--- config.mk ---
export PLATFORM = sky130hd
export DESIGN_NAME = fetch_sequencer
export DESIGN_NICKNAME = d
export VERILOG_FILES = /design/src/rtl/cpu_pkg.sv /design/src/rtl/bus_port.sv /design/src/rtl/fetch_sequencer.sv
export SDC_FILE = /design/constraint.sdc
export NUM_CORES = 1
export LEC_CHECK = 0
export CAP_MARGIN = 20
export CORE_AREA = 3 3 83 144
export CTS_BUF_LIST = sky130_fd_sc_hd__clkbuf_2 sky130_fd_sc_hd__clkbuf_4 sky130_fd_sc_hd__clkbuf_8
export CTS_CLUSTER_SIZE = 24
export DETAILED_ROUTE_END_ITERATION = 8
export DIE_AREA = 0 0 86 147
export GPL_ROUTABILITY_DRIVEN = 1
export GPL_TIMING_DRIVEN = 0
export PLACE_DENSITY = 0.87
export SLEW_MARGIN = 30
export SYNTH_ARGS = -nofsm -noshare
export SYNTH_HDL_FRONTEND = slang
export SYNTH_SLANG_ARGS = --single-unit
--- constraint.sdc ---
create_clock -name clk -period 5.8 [get_ports clk]
set_clock_uncertainty 0.05 [all_clocks]
set_input_delay 0.58 -clock clk [delete_from_list [all_inputs] [get_ports clk]]
set_output_delay 0.58 -clock clk [all_outputs]
set_load 0.1 [all_outputs]
--- src/rtl/cpu_pkg.sv ---
// Shared types and constants for the 16-bit CPU front end.
// Holds the fetch sequencer state encoding and the opcode/field constants.
package cpu_pkg;

    typedef enum logic [3:0] {
        S_FETCH0   = 4'd0,
        S_FETCH1   = 4'd1,
        S_DATA     = 4'd2,
        S_ADDR     = 4'd3,
        S_PTR_LO   = 4'd4,
        S_PTR_HI   = 4'd5,
        S_OPER     = 4'd6,
        S_WRITE    = 4'd7,
        S_EXEC_CHK = 4'd8,
        S_EXEC     = 4'd9,
        S_HALTED   = 4'd10
    } state_t;

    localparam logic [7:0]  OP_NOP       = 8'h00;
    localparam logic [7:0]  OP_HALT      = 8'h01;
    localparam logic [7:0]  OP_LOAD_IND  = 8'h44;
    localparam logic [15:0] ONE_ARG_MASK = 16'hF800;
    localparam logic [15:0] SRC_MASK     = 16'h0700;

    // Opcodes with bit 7 set carry an argument byte.
    function automatic logic has_arg(input logic [7:0] opcode);
        return opcode[7];
    endfunction

endpackage

--- src/rtl/bus_port.sv ---
// Byte-wide memory bus port: presents the sequencer's request on the bus,
// flags transfer completion and keeps the last read byte.
module bus_port (
    input  logic        clk,
    input  logic        rst,
    input  logic        req,
    input  logic        we,
    input  logic [15:0] addr,
    input  logic [7:0]  wdata,
    output logic        mem_req,
    output logic        mem_we,
    output logic [15:0] mem_addr,
    output logic [7:0]  mem_wdata,
    input  logic [7:0]  mem_rdata,
    input  logic        mem_ack,
    output logic        done,
    output logic [7:0]  rdata,
    output logic [7:0]  rdata_q
);

    // Request is gated by reset so an in-flight access is dropped at once.
    assign mem_req   = req & ~rst;
    assign mem_we    = req & we & ~rst;
    assign mem_addr  = addr;
    assign mem_wdata = mem_we ? wdata : 8'h00;
    assign done      = mem_req & mem_ack;
    assign rdata     = mem_rdata;

    always_ff @(posedge clk or posedge rst) begin
        if (rst)
            rdata_q <= 8'h00;
        else if (done)
            rdata_q <= mem_rdata;
    end

endmodule

--- src/rtl/fetch_sequencer.sv ---
// Multi-cycle fetch/operand/store sequencer for the 16-bit CPU.
// Owns the PC, walks each instruction over the byte bus and strobes execute.
module fetch_sequencer
    import cpu_pkg::*;
#(
    parameter logic [15:0] RESET_PC = 16'h0000
) (
    input  logic        clk,
    input  logic        rst,
    output logic        mem_req,
    output logic        mem_we,
    output logic [15:0] mem_addr,
    output logic [7:0]  mem_wdata,
    input  logic [7:0]  mem_rdata,
    input  logic        mem_ack,
    output logic        dec_en,
    output logic [15:0] inst,
    output logic [7:0]  data,
    output logic [7:0]  operand,
    input  logic [1:0]  dec_bytes,
    input  logic        dec_source_imm,
    input  logic        dec_source_ram,
    input  logic        dec_source_indirect,
    input  logic        dec_relative_stack,
    input  logic        dec_store,
    input  logic        dec_branch,
    input  logic        dec_halt,
    input  logic [15:0] dec_rhs,
    input  logic [15:0] dp,
    input  logic [15:0] sp,
    input  logic [7:0]  store_data,
    input  logic        pc_load,
    input  logic [15:0] pc_load_val,
    input  logic        resume,
    output logic [15:0] pc,
    output logic        exec_strobe,
    output logic        halted
);

    state_t      state, state_next;
    logic [15:0] ea;
    logic        bus_req, bus_we, done;
    logic [15:0] bus_addr;
    logic [7:0]  rdata, rdata_q;

    // Instruction length is implied by opcode bit 7 here.
    logic unused_dec_bytes;
    assign unused_dec_bytes = ^dec_bytes;

    bus_port u_bus (
        .clk       (clk),
        .rst       (rst),
        .req       (bus_req),
        .we        (bus_we),
        .addr      (bus_addr),
        .wdata     (store_data),
        .mem_req   (mem_req),
        .mem_we    (mem_we),
        .mem_addr  (mem_addr),
        .mem_wdata (mem_wdata),
        .mem_rdata (mem_rdata),
        .mem_ack   (mem_ack),
        .done      (done),
        .rdata     (rdata),
        .rdata_q   (rdata_q)
    );

    always_comb begin
        state_next  = state;
        bus_req     = 1'b0;
        bus_we      = 1'b0;
        bus_addr    = pc;
        dec_en      = (state != S_FETCH0) && (state != S_HALTED);
        exec_strobe = 1'b0;
        halted      = 1'b0;
        case (state)
            S_FETCH0: begin
                bus_req = 1'b1;
                if (done) state_next = has_arg(rdata) ? S_FETCH1 : S_EXEC_CHK;
            end
            S_FETCH1: begin
                bus_req = 1'b1;
                if (done) state_next = (dec_source_imm && inst[9]) ? S_DATA : S_ADDR;
            end
            S_DATA: begin
                bus_req = 1'b1;
                if (done) state_next = S_EXEC;
            end
            S_ADDR: begin
                if (dec_source_indirect)              state_next = S_PTR_LO;
                else if (dec_source_ram && dec_store) state_next = S_WRITE;
                else if (dec_source_ram)              state_next = S_OPER;
                else                                  state_next = S_EXEC;
            end
            S_PTR_LO: begin
                bus_req  = 1'b1;
                bus_addr = ea;
                if (done) state_next = S_PTR_HI;
            end
            S_PTR_HI: begin
                bus_req  = 1'b1;
                bus_addr = ea + 16'd1;
                if (done) state_next = dec_store ? S_WRITE : S_OPER;
            end
            S_OPER: begin
                bus_req  = 1'b1;
                bus_addr = ea;
                if (done) state_next = S_EXEC;
            end
            S_WRITE: begin
                bus_req  = 1'b1;
                bus_we   = 1'b1;
                bus_addr = ea;
                if (done) state_next = S_EXEC;
            end
            S_EXEC_CHK: state_next = S_EXEC;
            S_EXEC: begin
                exec_strobe = 1'b1;
                state_next  = dec_halt ? S_HALTED : S_FETCH0;
            end
            S_HALTED: begin
                halted = 1'b1;
                if (resume) state_next = S_FETCH0;
            end
            default: state_next = S_FETCH0;
        endcase
    end

    always_ff @(posedge clk or posedge rst) begin
        if (rst) begin
            state   <= S_FETCH0;
            pc      <= RESET_PC;
            inst    <= 16'h0000;
            data    <= 8'h00;
            operand <= 8'h00;
            ea      <= 16'h0000;
        end else begin
            state <= state_next;
            case (state)
                S_FETCH0: if (done) begin
                    inst <= {rdata, 8'h00};
                    pc   <= pc + 16'd1;
                end
                S_FETCH1: if (done) begin
                    inst[7:0] <= rdata;
                    pc        <= pc + 16'd1;
                end
                S_DATA: if (done) begin
                    data <= rdata;
                    pc   <= pc + 16'd1;
                end
                S_ADDR:   ea <= (dec_relative_stack ? sp : dp) + {8'h00, inst[7:0]};
                // Pointer low byte was kept by the bus port on the previous read.
                S_PTR_HI: if (done) ea <= {rdata, rdata_q};
                S_OPER:   if (done) operand <= rdata;
                // pc already points past the instruction, so branches are relative to it.
                S_EXEC: begin
                    if (pc_load)         pc <= pc_load_val;
                    else if (dec_branch) pc <= pc + dec_rhs;
                end
                default: ;
            endcase
        end
    end

endmodule

Word level (Yosys, flattened, before mapping)
Cells that the tools add are included.

Bits in writable memories: 0. Word-level logic and storage cells: 85. Bits in read-only memories: 0. Memories: 0. Latch bits: 0. Input port bits: 94. Register bits after elaboration: 76.

Bitwise gates (word level): 5. Magnitude comparators: 0. Mux-type cells: 30. Multiply operators: 0. Shift-type cells: 0. Divide/modulo/power cells: 0. Add/sub/neg operators: 4. Equality and inequality tests: 19. Reductions and logical operators: 19.

Operator list (number): one-hot mux 16 bit (2 select lines) (3); two-way mux 16 bit (5); two-way mux 4 bit (11); one-hot mux 4 bit (9 select lines) (1); adder 16 x 1 -> 16 bit (second input constant) (2); two-way mux 8 bit (3); adder 16 bit (1); adder 16 x 8 -> 16 bit (1); == test 4 x 3 -> 1 bit (second input constant) (4); one-hot mux 8 bit (2 select lines) (1); == test 4 bit (second input constant) (3); inequality test 2 bit (second input constant) (5); OR reduction 3 bit (3); == test 4 x 2 -> 1 bit (second input constant) (2); AND reduction 2 bit (4); OR reduction 7 bit (1); two-way mux 1 bit (6); AND reduction 3 bit (2); AND reduction 6 bit (1); nonzero test 2 bit (3); AND 1 bit (4); == test 4 x 1 -> 1 bit (second input constant) (1); zero test 4 bit (1); inequality test 2 x 1 -> 1 bit (second input constant) (2); other kinds (5) (7).

Logic depth before layout (Yosys ltp)
Gate-level depths: netlist of run 1.

Word-level depth: 7. Depth in mapped cells: 12. Depth with buffers taken out: 10.

Cells and area by module
From an unflattened synthesis of run 1, not the netlist that was laid out.

Cell total of the unflattened synthesis: 705. Area, all modules: 6068.3 µm².

Modules (own cells, without submodules): fetch_sequencer (seq. area each 1701.6 µm², times used 1, area each 5497.8 µm², cells an instance 651); bus_port (seq. area each 200.2 µm², times used 1, area each 570.5 µm², cells an instance 54).

Worst setup path after synthesis of run 1
No wires, ideal clock.

Path type: register to output. Start point: reg state[1]. End point: out mem_wdata[0]. Slack: 0.964 ns. Arrival time: 4.206 ns. Stages on the path, launching flop included: 5. Path through: dfrtp_1 -> clkbuf_1 -> nand2_1 -> nor3_1 -> and2_1.

Longest elaborated chain between the ends: 6.

RTL lines: from (decl) (line fetch_sequencer.sv:40) `state_t state, state_next;`; from (signal assigned) (line fetch_sequencer.sv:138) `state <= state_next;`; == test 4 x 3 -> 1 bit, or another cell as far along (line fetch_sequencer.sv:76) `case (state)`; OR reduction 7 bit (no source line); two-way mux 1 bit (line fetch_sequencer.sv:76); AND 1 bit * (2 in series) (line bus_port.sv:23) `assign mem_we = req & we & ~rst;`; net mem_we (line fetch_sequencer.sv:11) `output logic mem_we,`; two-way mux 8 bit * (line bus_port.sv:25) `assign mem_wdata = mem_we ? wdata : 8'h00;`; to (decl) (line fetch_sequencer.sv:13) `output logic [7:0] mem_wdata,`.

Mark *: on every way through the listed nets, which the timed path passes. The rest lies on a longest branch.

Worst setup path in the final report of run 1
Start point: reg state[1]. End point: out mem_addr[12].

Longest elaborated chain between the ends: 3.

RTL lines: == test 4 x 3 -> 1 bit (line fetch_sequencer.sv:76); OR reduction 3 bit (no source line); one-hot mux 16 bit (2 select lines) * (line fetch_sequencer.sv:76); to (decl) (line fetch_sequencer.sv:12) `output logic [15:0] mem_addr,`.

Mark *: on every way between the ends. The rest lies on a longest branch, timed or not.

==> flow_metrics.py, run 1 <==
metrics = {
    "critical_path": {
        "critPathLaunch": "state[1]",
        "end_kind": "output pin",
        "timing.rr.start": "pc[0]",
        "path_class": "register to output pin",
        "cp_max_fo": 10,
        "cp.arrival_ns": 3.45,
        "worst_setup_path_start_kind": "register",
        "cp_data_required_time_ns": 5.17,
    },
    "die": {
        "dieArea_sq_mm": 0.0126,
        "pin_count": 171,
        "core_area_sq_mm": 0.0108,
        "num_rows": 50,
        "die_w_microns": 86,
        "fp.dieH_microns": 147,
        "start_util_pct": 53.2,
    },
    "cts": {
        "clkLatencyLatePin_ns": 0.36,
        "htree_levels": 3,
        "cts_repair_resize_count": 0,
        "clk_pin_slew_ns": 0.09,
        "holdBufCountCts": 0,
        "clock_sinks": 76,
        "cts_setup_buffers": 0,
        "cts_tree": "built",
        "clk_path_buf_depth": 2,
        "numCtsBuffers": 9,
        "cts_root_buf": "clkbuf_8",
    },
    "synth": {
        "synth_nets": 793,
        "yosysTopAreaCellShare_pct": 33.0,
        "synth-async-reset-ratio_pct": 100,
        "synthCells": 672,
        "ys_ff_latch": 76,
        "synth.yosys.seq_area_share_pct": 33.0,
        "synth_top_cell_by_area": "dfrtp_1",
        "synth_area_leaders": "dfrtp_1, ha_1, nand2_1",
        "syn_area_per_cell_sq_um": 8.56,
        "yosys_warnings": 0,
        "synth_ff_type": "dfrtp_1",
        "synth.distinct_cells": 65,
        "synth_area_sq_mm": 0.00576,
        "synth_edf_count": 0,
    },
    "drt": {
        "drt-initial-drc-count": 309,
        "drc_errors": 0,
        "drtAntennaViolNets": 0,
        "route.detailed.vias_per_inst": 6.12,
        "vias": 6037,
        "wl_per_cell_microns": 19.1,
        "dr.pass1.iters": 5,
        "routed_wirelength_microns": 18900,
    },
    "timing": {
        "finalMaxSlewViolations": 0,
        "worst_slew_pin_slew_ns": 1.02,
        "finalSetupViolCount": 0,
        "finalSetupTns_ns": 0,
        "fmax_mhz": 245,
        "max-slew-margin-rel_pct": 32.0,
        "layout_min_cycle_time_ns": 4.08,
        "fin_crit_sh_pct": 70.3,
        "hold_viol_final": 0,
        "rsz0062_at_grt": "false",
    },
    "layout": {
        "multi_input_area_sq_mm": 0.00365,
        "nNetsFinal": 973,
        "drive_above_1_share_pct": 8.17,
        "area_growth_pct": 36.0,
        "regArea_sq_mm": 0.00190,
        "n_fill_cell": 799,
        "diodes": 0,
    },
    "placed_design": {
        "port_buffers": 168,
        "dp_hpwl_microns": 14800,
        "gp_congestion": 0.984,
    },
    "global_route": {
        "antenna_found_initial": 0,
        "grtUsageTotal_pct": 29.9,
        "grt_pass1_vias": 6161,
        "grt_max_degree": 49,
        "gr-total-overflow": 0,
        "grt_pass1_wl_microns": 30200,
    },
    "flow_run": {
        "maxCapViolations": 0,
    },
    "hold_path": {
        "hold_class": "register to register",
        "hp-start": "u_bus.rdata_q[3]",
    },
    "run_status": {
        "status": "complete, no violations",
    },
}
==> cell usage after synthesis, drive strengths merged, types with 2 or more instances <==
cell	count
a21o	7
clkbuf	20
nand4	9
o22a	2
a31oi	10
xnor2	23
o22ai	6
a2111oi	2
nand2	84
nand3	24
and2	12
nor3	24
a211oi	9
nand3b	4
nand2b	7
o2111a	2
a22o	10
dfrtp	76
o21bai	4
a21boi	2
xor2	15
o31ai	7
o21ai	43
and4	3
mux2i	13
mux2	31
a22oi	2
nor3b	2
nor2b	13
buf	13
a221oi	4
a311oi	3
a32o	2
o21a	4
o211ai	8
a21oi	44
or3	4
and3	8
fa	2
inv	11
a32oi	3
ha	25
nor2	65
==> cell usage in the layout, fill, tap and decap left out, types with 8 or more instances in the layout <==
cell type,Yosys,layout
a31oi_1,10,10
xnor2_1,23,23
mux2i_1,13,13
nor3_1,23,23
nand3_1,23,23
o21ai_0,41,41
nand4_1,9,9
dfrtp_1,76,76
inv_1,11,10
nor2b_1,13,13
nor2_1,64,64
and2_1,11,11
mux2_2,23,23
clkbuf_1,20,20
xor2_1,15,15
a211oi_1,9,9
and3_1,8,8
mux2_4,8,8
nand2_1,83,83
a22o_1,10,10
clkbuf_8,0,9
a21oi_1,44,44
buf_2,7,8
clkdlybuf4s50_1,0,167
ha_1,25,25
o211ai_1,8,8
==> worst paths after layout <==
path,endpoint,depth (start not counted),slack [ns]
min in group asynchronous,operand[6],2,0.70
worst max register to register,pc[12],8,2.85
worst min register to register,u_bus.rdata_q[3],2,0.43
max in group asynchronous,inst[5],3,4.44
worst max-delay path,mem_addr[12],8,1.72
worst min-delay path,u_bus.rdata_q[3],2,0.43
==> registers in the layout, summed over array words and instances (netlist names) <==
| name | cells |
|---|---|
| ea | 16 |
| inst | 16 |
| pc | 16 |
| data | 8 |
| operand | 8 |
| u_bus.rdata_q | 8 |
| state | 4 |
==> critical path: stages, from the launching register on <==
cell and delay [ns]:
dfrtp_1 0.50, nor2b_1 0.23, buf_2 0.26, nand4_1 0.19, nor2_1 0.25, nand3_1 0.14, xor2_1 0.15, o21ai_0 0.19
clkdlybuf4s50_1 1.18
==> kinds of logic (layout without fill, tap and decap cells) <==
| logic type | after synthesis | count (layout) | synth area share, % |
|---|---|---|---|
| simple gates | 263 | 263 | 22.4 |
| compound gates | 180 | 180 | 20.3 |
| flops | 76 | 76 | 33.0 |
| mux | 44 | 44 | 8.85 |
| buf+inv | 44 | 229 | 3.48 |
| xor+xnor | 38 | 38 | 5.78 |
| fa+ha+maj | 27 | 27 | 6.13 |
==> final cells by class <==
type / count / share of cell area (%)
multi-input combinational: 552 / 46.7
sequential: 76 / 24.3
timing repair buffer: 169 / 21.8
tap: 130 / 2.08
buffer: 33 / 2.03
clock buffer: 9 / 1.58
clock inverter: 7 / 1.02
inverter: 11 / 0.559
==> per-stage QoR <==
stage | hold WS [ns] | utilization, % | instances | cell area, sq um | setup WS [ns]
2_1_floorplan | 0.390 | - | 672 | 5760 | 0.964
3_3_place_gp | 0.408 | 70.2 | 970 | 7600 | 1.70
3_5_place_dp | 0.409 | 70.5 | 971 | 7630 | 1.45
4_1_cts | 0.431 | 72.4 | 987 | 7830 | 1.71
5_1_grt | 0.470 | 72.3 | 987 | 7830 | 1.42
6_report | 0.431 | 72.3 | 987 | 7830 | 1.72
==> metal layers <==
metal | global-route usage, % | vias to the layer above | routed length [microns]
met1 | 31.7 | 2863 | 6660
met5 | 0 | - | 0
met2 | 55.4 | 290 | 10300
li1 | - | 2814 | -
met3 | 4.43 | 70 | 1050
met4 | 15.1 | 0 | 874
Power of run 1 is left out: the tool's default activity adds up to more than one toggle a clock period on the data nets, which glitch-free logic cannot reach.
==> run 2, diff against run 1 <==
--- a/config.mk
+++ b/config.mk
@@ -6,14 +6,14 @@
 export NUM_CORES = 1
 export LEC_CHECK = 0
 export CAP_MARGIN = 20
-export CORE_AREA = 3 3 83 144
+export CORE_AREA = 3 3 90 156
 export CTS_BUF_LIST = sky130_fd_sc_hd__clkbuf_2 sky130_fd_sc_hd__clkbuf_4 sky130_fd_sc_hd__clkbuf_8
 export CTS_CLUSTER_SIZE = 24
 export DETAILED_ROUTE_END_ITERATION = 8
-export DIE_AREA = 0 0 86 147
+export DIE_AREA = 0 0 93 159
 export GPL_ROUTABILITY_DRIVEN = 1
 export GPL_TIMING_DRIVEN = 0
-export PLACE_DENSITY = 0.87
+export PLACE_DENSITY = 0.79
 export SLEW_MARGIN = 30
 export SYNTH_ARGS = -nofsm -noshare
 export SYNTH_HDL_FRONTEND = slang
==> constraint.sdc (replaced) <==
create_clock -name clk -period 3.32 [get_ports clk]
set_clock_uncertainty 0.05 [all_clocks]
set_input_delay 0.332 -clock clk [delete_from_list [all_inputs] [get_ports clk]]
set_output_delay 0.332 -clock clk [all_outputs]
set_load 0.1 [all_outputs]
==> run 2 against run 1 <==
Final area about the same. Via count down 5.5%. Die area up 17%. Register-to-register slack worse by 2.4 ns. Clock-buffer cell count unchanged. Wire length down 4.6%. Global-route usage down 5.5 points. Sequential share of layout area about the same. Worst hold slack worse by 0.0022 ns. Critical path type unchanged. Largest cell class unchanged.
==> flow_metrics.py, run 2 (synthesized netlist as in run 1, its figures left out) <==
metrics = {
    "drt": {
        "routed_wirelength_microns": 18000,
        "vias": 5707,
        "drt-initial-drc-count": 221,
        "route.detailed.vias_per_inst": 5.56,
        "drtAntennaViolNets": 0,
        "wl_per_cell_microns": 17.5,
        "drc_errors": 0,
        "dr.pass1.iters": 6,
    },
    "placed_design": {
        "gp_congestion": 0.907,
        "dp_hpwl_microns": 14100,
        "place_ws_ns": -0.738,
        "port_buffers": 168,
    },
    "cts": {
        "clkLatencyLatePin_ns": 0.37,
        "htree_levels": 3,
        "cts_setup_buffers": 0,
        "cts_repair_resize_count": 35,
        "holdBufCountCts": 0,
        "numCtsBuffers": 9,
        "clk_path_buf_depth": 2,
        "clock_sinks": 76,
        "cts_tree": "built",
        "cts_root_buf": "clkbuf_8",
        "clk_pin_slew_ns": 0.09,
    },
    "critical_path": {
        "path_class": "register to output pin",
        "crit_chain": "buf_6 > nand2b_1 > clkbuf_1 > clkbuf_1 > nand2_1 > o21ai_1 > dlygate4sd2_1",
        "crit_family": "buffers and inverters",
        "cp_max_fo": 10,
        "worst-path-buf-inv": 4,
        "worst_setup_path_start_kind": "register",
        "path_common_cell": "clkbuf_1",
        "cpPeakStageDelay_ns": 0.88,
        "cp_slowest_cell": "dlygate4sd2_1",
        "end_kind": "output pin",
        "cp.arrival_ns": 2.78,
        "cp_data_required_time_ns": 2.94,
    },
    "global_route": {
        "grtUsageMet3_pct": 3.31,
        "grtUsageTotal_pct": 24.4,
        "use_met2_pct": 46.7,
        "use_met1_pct": 26.3,
        "gr-total-overflow": 0,
        "grt_pass1_vias": 5810,
        "gr-max-usage-layer": "met2",
        "grt_max_degree": 48,
        "grt_pass1_wl_microns": 28900,
        "antenna_found_initial": 0,
    },
    "die": {
        "pin_count": 171,
        "num_rows": 55,
        "core_area_sq_mm": 0.0129,
        "die_w_microns": 93,
        "start_util_pct": 44.5,
        "fp.dieH_microns": 159,
        "dieArea_sq_mm": 0.0148,
    },
    "flow_run": {
        "maxCapViolations": 0,
    },
    "run_status": {
        "status": "complete, no violations",
    },
    "timing": {
        "worst_slack_ns": 0.157,
        "finalSetupTns_ns": 0,
        "fmax_mhz": 316,
        "rsz0062_at_grt": "false",
        "finalSetupViolCount": 0,
        "worst_slew_pin_slew_ns": 1.03,
        "max-slew-margin-rel_pct": 31.3,
        "hold_viol_final": 0,
        "finalMaxSlewViolations": 0,
        "whs_ns": 0.429,
        "layout_min_cycle_time_ns": 3.16,
        "fin_crit_sh_pct": 95.3,
    },
    "layout": {
        "reg.largest.list": "ea: 16 flops, inst: 16 flops, pc: 16 flops",
        "n_fill_cell": 1241,
        "area_growth_pct": 36.1,
        "layout_common_cells": "clkdlybuf4s50_1, nand2_1, dfrtp_1",
        "drive_above_1_share_pct": 10.6,
        "fin_util_pct": 60.5,
        "nNetsFinal": 972,
        "layout_commonest_cell": "clkdlybuf4s50_1",
        "diodes": 0,
    },
    "hold_path": {
        "hold_class": "register to register",
    },
}
run 2: cell types whose count changed in the layout (fill, tap and decap cells not counted), sizes merged:
cell / change
clkbuf: +15
dlymetal6s2s: +1
dlygate4sd2: +5
clkdlybuf4s50: -25
buf: -2
clkdlybuf4s15: +5
run 2: layout make-up:
| class | instances | area (sq um) | area share (%) |
|---|---|---|---|
| Buffer | 32 | 158 | 2.01 |
| Clock buffer | 9 | 124 | 1.58 |
| Clock inverter | 7 | 80.1 | 1.02 |
| Inverter | 11 | 43.8 | 0.559 |
| Multi-Input combinational cell | 552 | 3670 | 46.9 |
| Sequential cell | 76 | 1900 | 24.3 |
| Tap cell | 171 | 214 | 2.73 |
| Timing Repair Buffer | 169 | 1640 | 20.9 |
run 2: worst register-to-register path, cell delays in order (launching register included):
cell      delay [ns]
dfrtp_1         0.49
ha_1            0.27
fa_1            0.42
a21o_1          0.22
a31o_2          0.28
a211oi_1        0.49
a21oi_1         0.15
xnor2_1         0.20
o221ai_1        0.14
run 2: per-stage QoR:
step	cells	instance area, sq um
final	1027	7830
after global routing	1027	7830
after CTS	1027	7870
after detailed placement	1012	7690
after global placement	1011	7660
after floorplan	672	5770
run 2: final timing paths:
path,startpoint,cells past startpoint,slack (ns),endpoint
hold reg to reg,u_bus.rdata_q[3],2,0.43,u_bus.rdata_q[3]
setup reg to reg,pc[0],8,0.50,pc[12]
hold / removal,u_bus.rdata_q[3],2,0.43,u_bus.rdata_q[3]
max in group asynchronous,rst,3,2.16,ea[14]
min in group asynchronous,rst,2,0.48,state[3]
setup / recovery,state[3],7,0.16,mem_addr[4]
run 2: routing by layer:
| layer | vias up | wire, microns | part of all wire, % |
|---|---|---|---|
| li1 | 2805 | - | - |
| met1 | 2696 | 6620 | 37 |
| met2 | 171 | 10100 | 56 |
| met3 | 35 | 816 | 4.5 |
| met4 | 0 | 503 | 2.8 |
| met5 | - | 0 | 0 |
Power of run 2 is left out for the same reason.
==> run 3, diff against run 2 <==
==> constraint.sdc (replaced) <==
create_clock -name clk -period 2.6 [get_ports clk]
set_clock_uncertainty 0.05 [all_clocks]
set_input_delay 0.26 -clock clk [delete_from_list [all_inputs] [get_ports clk]]
set_output_delay 0.26 -clock clk [all_outputs]
set_load 0.1 [all_outputs]
==> run 3 against run 2 <==
Sequential share of layout area down 0.70 points. Clock-buffer cell count unchanged. Via count is 1.4% higher. Worst hold slack worse by 0.018 ns. Core utilization is 2.2 points higher. Cell count up 0.39%. Global-route usage rose by 0.092 points. Setup slack worse by 0.068 ns. Wire length increased by 0.93%. First-iteration DRC count up 33%. Critical path depth shrank 2. Critical endpoint is now halted.
==> flow_metrics.py, run 3 (synthesized netlist as in run 1, its figures left out) <==
metrics = {
    "timing": {
        "worst_slew_pin_slew_ns": 1.01,
        "finalSetupViolCount": 0,
        "hold_viol_final": 0,
        "fin_crit_sh_pct": 96.6,
        "finalMaxSlewViolations": 0,
        "max-slew-margin-rel_pct": 32.4,
        "rsz0062_at_grt": "true",
        "worst_slack_ns": 0.0894,
        "whs_ns": 0.411,
        "finalSetupTns_ns": 0,
        "fmax_mhz": 398,
        "layout_min_cycle_time_ns": 2.51,
    },
    "global_route": {
        "grtUsageTotal_pct": 24.5,
        "gr-total-overflow": 0,
        "grt_max_degree": 49,
        "grt_pass1_wl_microns": 29000,
        "grt_pass1_vias": 5785,
        "antenna_found_initial": 0,
    },
    "layout": {
        "reg.largest.list": "ea: 16 flops, inst: 16 flops, pc: 16 flops",
        "layout_common_cells": "clkdlybuf4s50_1, nand2_1, dfrtp_1",
        "area_growth_pct": 41.0,
        "nNetsFinal": 976,
        "layout_commonest_cell": "clkdlybuf4s50_1",
        "drive_above_1_share_pct": 18.1,
        "multi_input_area_sq_mm": 0.00384,
        "diodes": 0,
        "n_fill_cell": 1224,
        "regArea_sq_mm": 0.00191,
        "fin_util_pct": 62.7,
    },
    "run_status": {
        "status": "complete, no violations",
    },
    "die": {
        "num_rows": 55,
        "core_area_sq_mm": 0.0129,
        "die_w_microns": 93,
        "start_util_pct": 44.5,
        "dieArea_sq_mm": 0.0148,
        "fp.dieH_microns": 159,
        "pin_count": 171,
    },
    "cts": {
        "clock_sinks": 76,
        "clkLatencyLatePin_ns": 0.37,
        "htree_levels": 3,
        "cts_root_buf": "clkbuf_8",
        "cts_tree": "built",
        "numCtsBuffers": 9,
        "clk_path_buf_depth": 2,
        "clk_pin_slew_ns": 0.10,
        "holdBufCountCts": 0,
    },
    "critical_path": {
        "worstSetupPathDepth": 5,
        "crit_family": "buffers and inverters",
        "cpPeakStageDelay_ns": 0.85,
        "cp_slowest_cell": "dlygate4sd2_1",
        "crit_chain": "buf_6 > nor2b_1 > nand2_1 > inv_1 > dlygate4sd2_1",
        "end_kind": "output pin",
        "cp.arrival_ns": 2.20,
        "path_class": "register to output pin",
        "worst_setup_path_start_kind": "register",
        "worst-path-buf-inv": 3,
        "cp_data_required_time_ns": 2.29,
        "cp_max_fo": 9,
        "reg2reg_depth": 8,
    },
    "placed_design": {
        "port_buffers": 168,
        "gp_congestion": 0.921,
        "dp_hpwl_microns": 14100,
        "place_ws_ns": -0.975,
    },
    "drt": {
        "drtAntennaViolNets": 0,
        "routed_wirelength_microns": 18200,
        "route.detailed.vias_per_inst": 5.61,
        "wl_per_cell_microns": 17.6,
        "dr.pass1.iters": 5,
        "vias": 5788,
        "drt-initial-drc-count": 295,
        "drc_errors": 0,
    },
    "hold_path": {
        "hold_class": "input pin to async pin",
    },
    "flow_run": {
        "maxCapViolations": 0,
    },
}
## run 3: final cells by class
class / count / share of cell area (%)
plain buffers: 31 / 2.22
clock buffers: 9 / 1.53
clock inverters: 7 / 1.00
inverters: 11 / 0.539
multi-input cells: 552 / 47.3
flip-flops and latches: 76 / 23.6
well taps: 171 / 2.64
repair buffers: 174 / 21.2
## run 3: worst register-to-register path, cell delays in order, from the launching register on
cell and delay, ns:
dfrtp_2 0.43, ha_2 0.20, fa_1 0.41, a21o_1 0.22, a31o_2 0.29, a211oi_4 0.26
a21oi_1 0.12, xnor2_1 0.20, o221ai_1 0.14
## run 3: what timing repair did
action / in CTS / in global routing
resized for setup: 177 / 24
pin swaps: 2 / 4
buffers inserted: 0 / 5
cloned: 0 / 0
endpoints found under the hold margin: 0 / 0
endpoints found under the setup margin: 42 / 26
## run 3: per-stage QoR
stage	instance area, sq um	std cells
floorplan	5880	672
global placement	7770	1011
detailed placement	7800	1012
CTS	8010	1027
global route	8120	1031
finish	8120	1031
## run 3: worst paths after layout
path                                  startpoint                to  slack [ns]
worst max register to register             pc[0]            pc[12]        0.13
min in group clk                u_bus.rdata_q[1]  u_bus.rdata_q[1]        0.44
max in group asynchronous                    rst             pc[4]        1.48
worst min register to register  u_bus.rdata_q[1]  u_bus.rdata_q[1]        0.44
worst max-delay path                    state[3]            halted        0.09
worst min-delay path                         rst          state[3]        0.41
## run 3: layer usage
metal	share of wire [%]	track usage, %
met5	0	0
met4	3.0	9.27
met3	5.0	4.21
met2	56	46.8
met1	36	25.9
Power of run 3 is left out for the same reason.
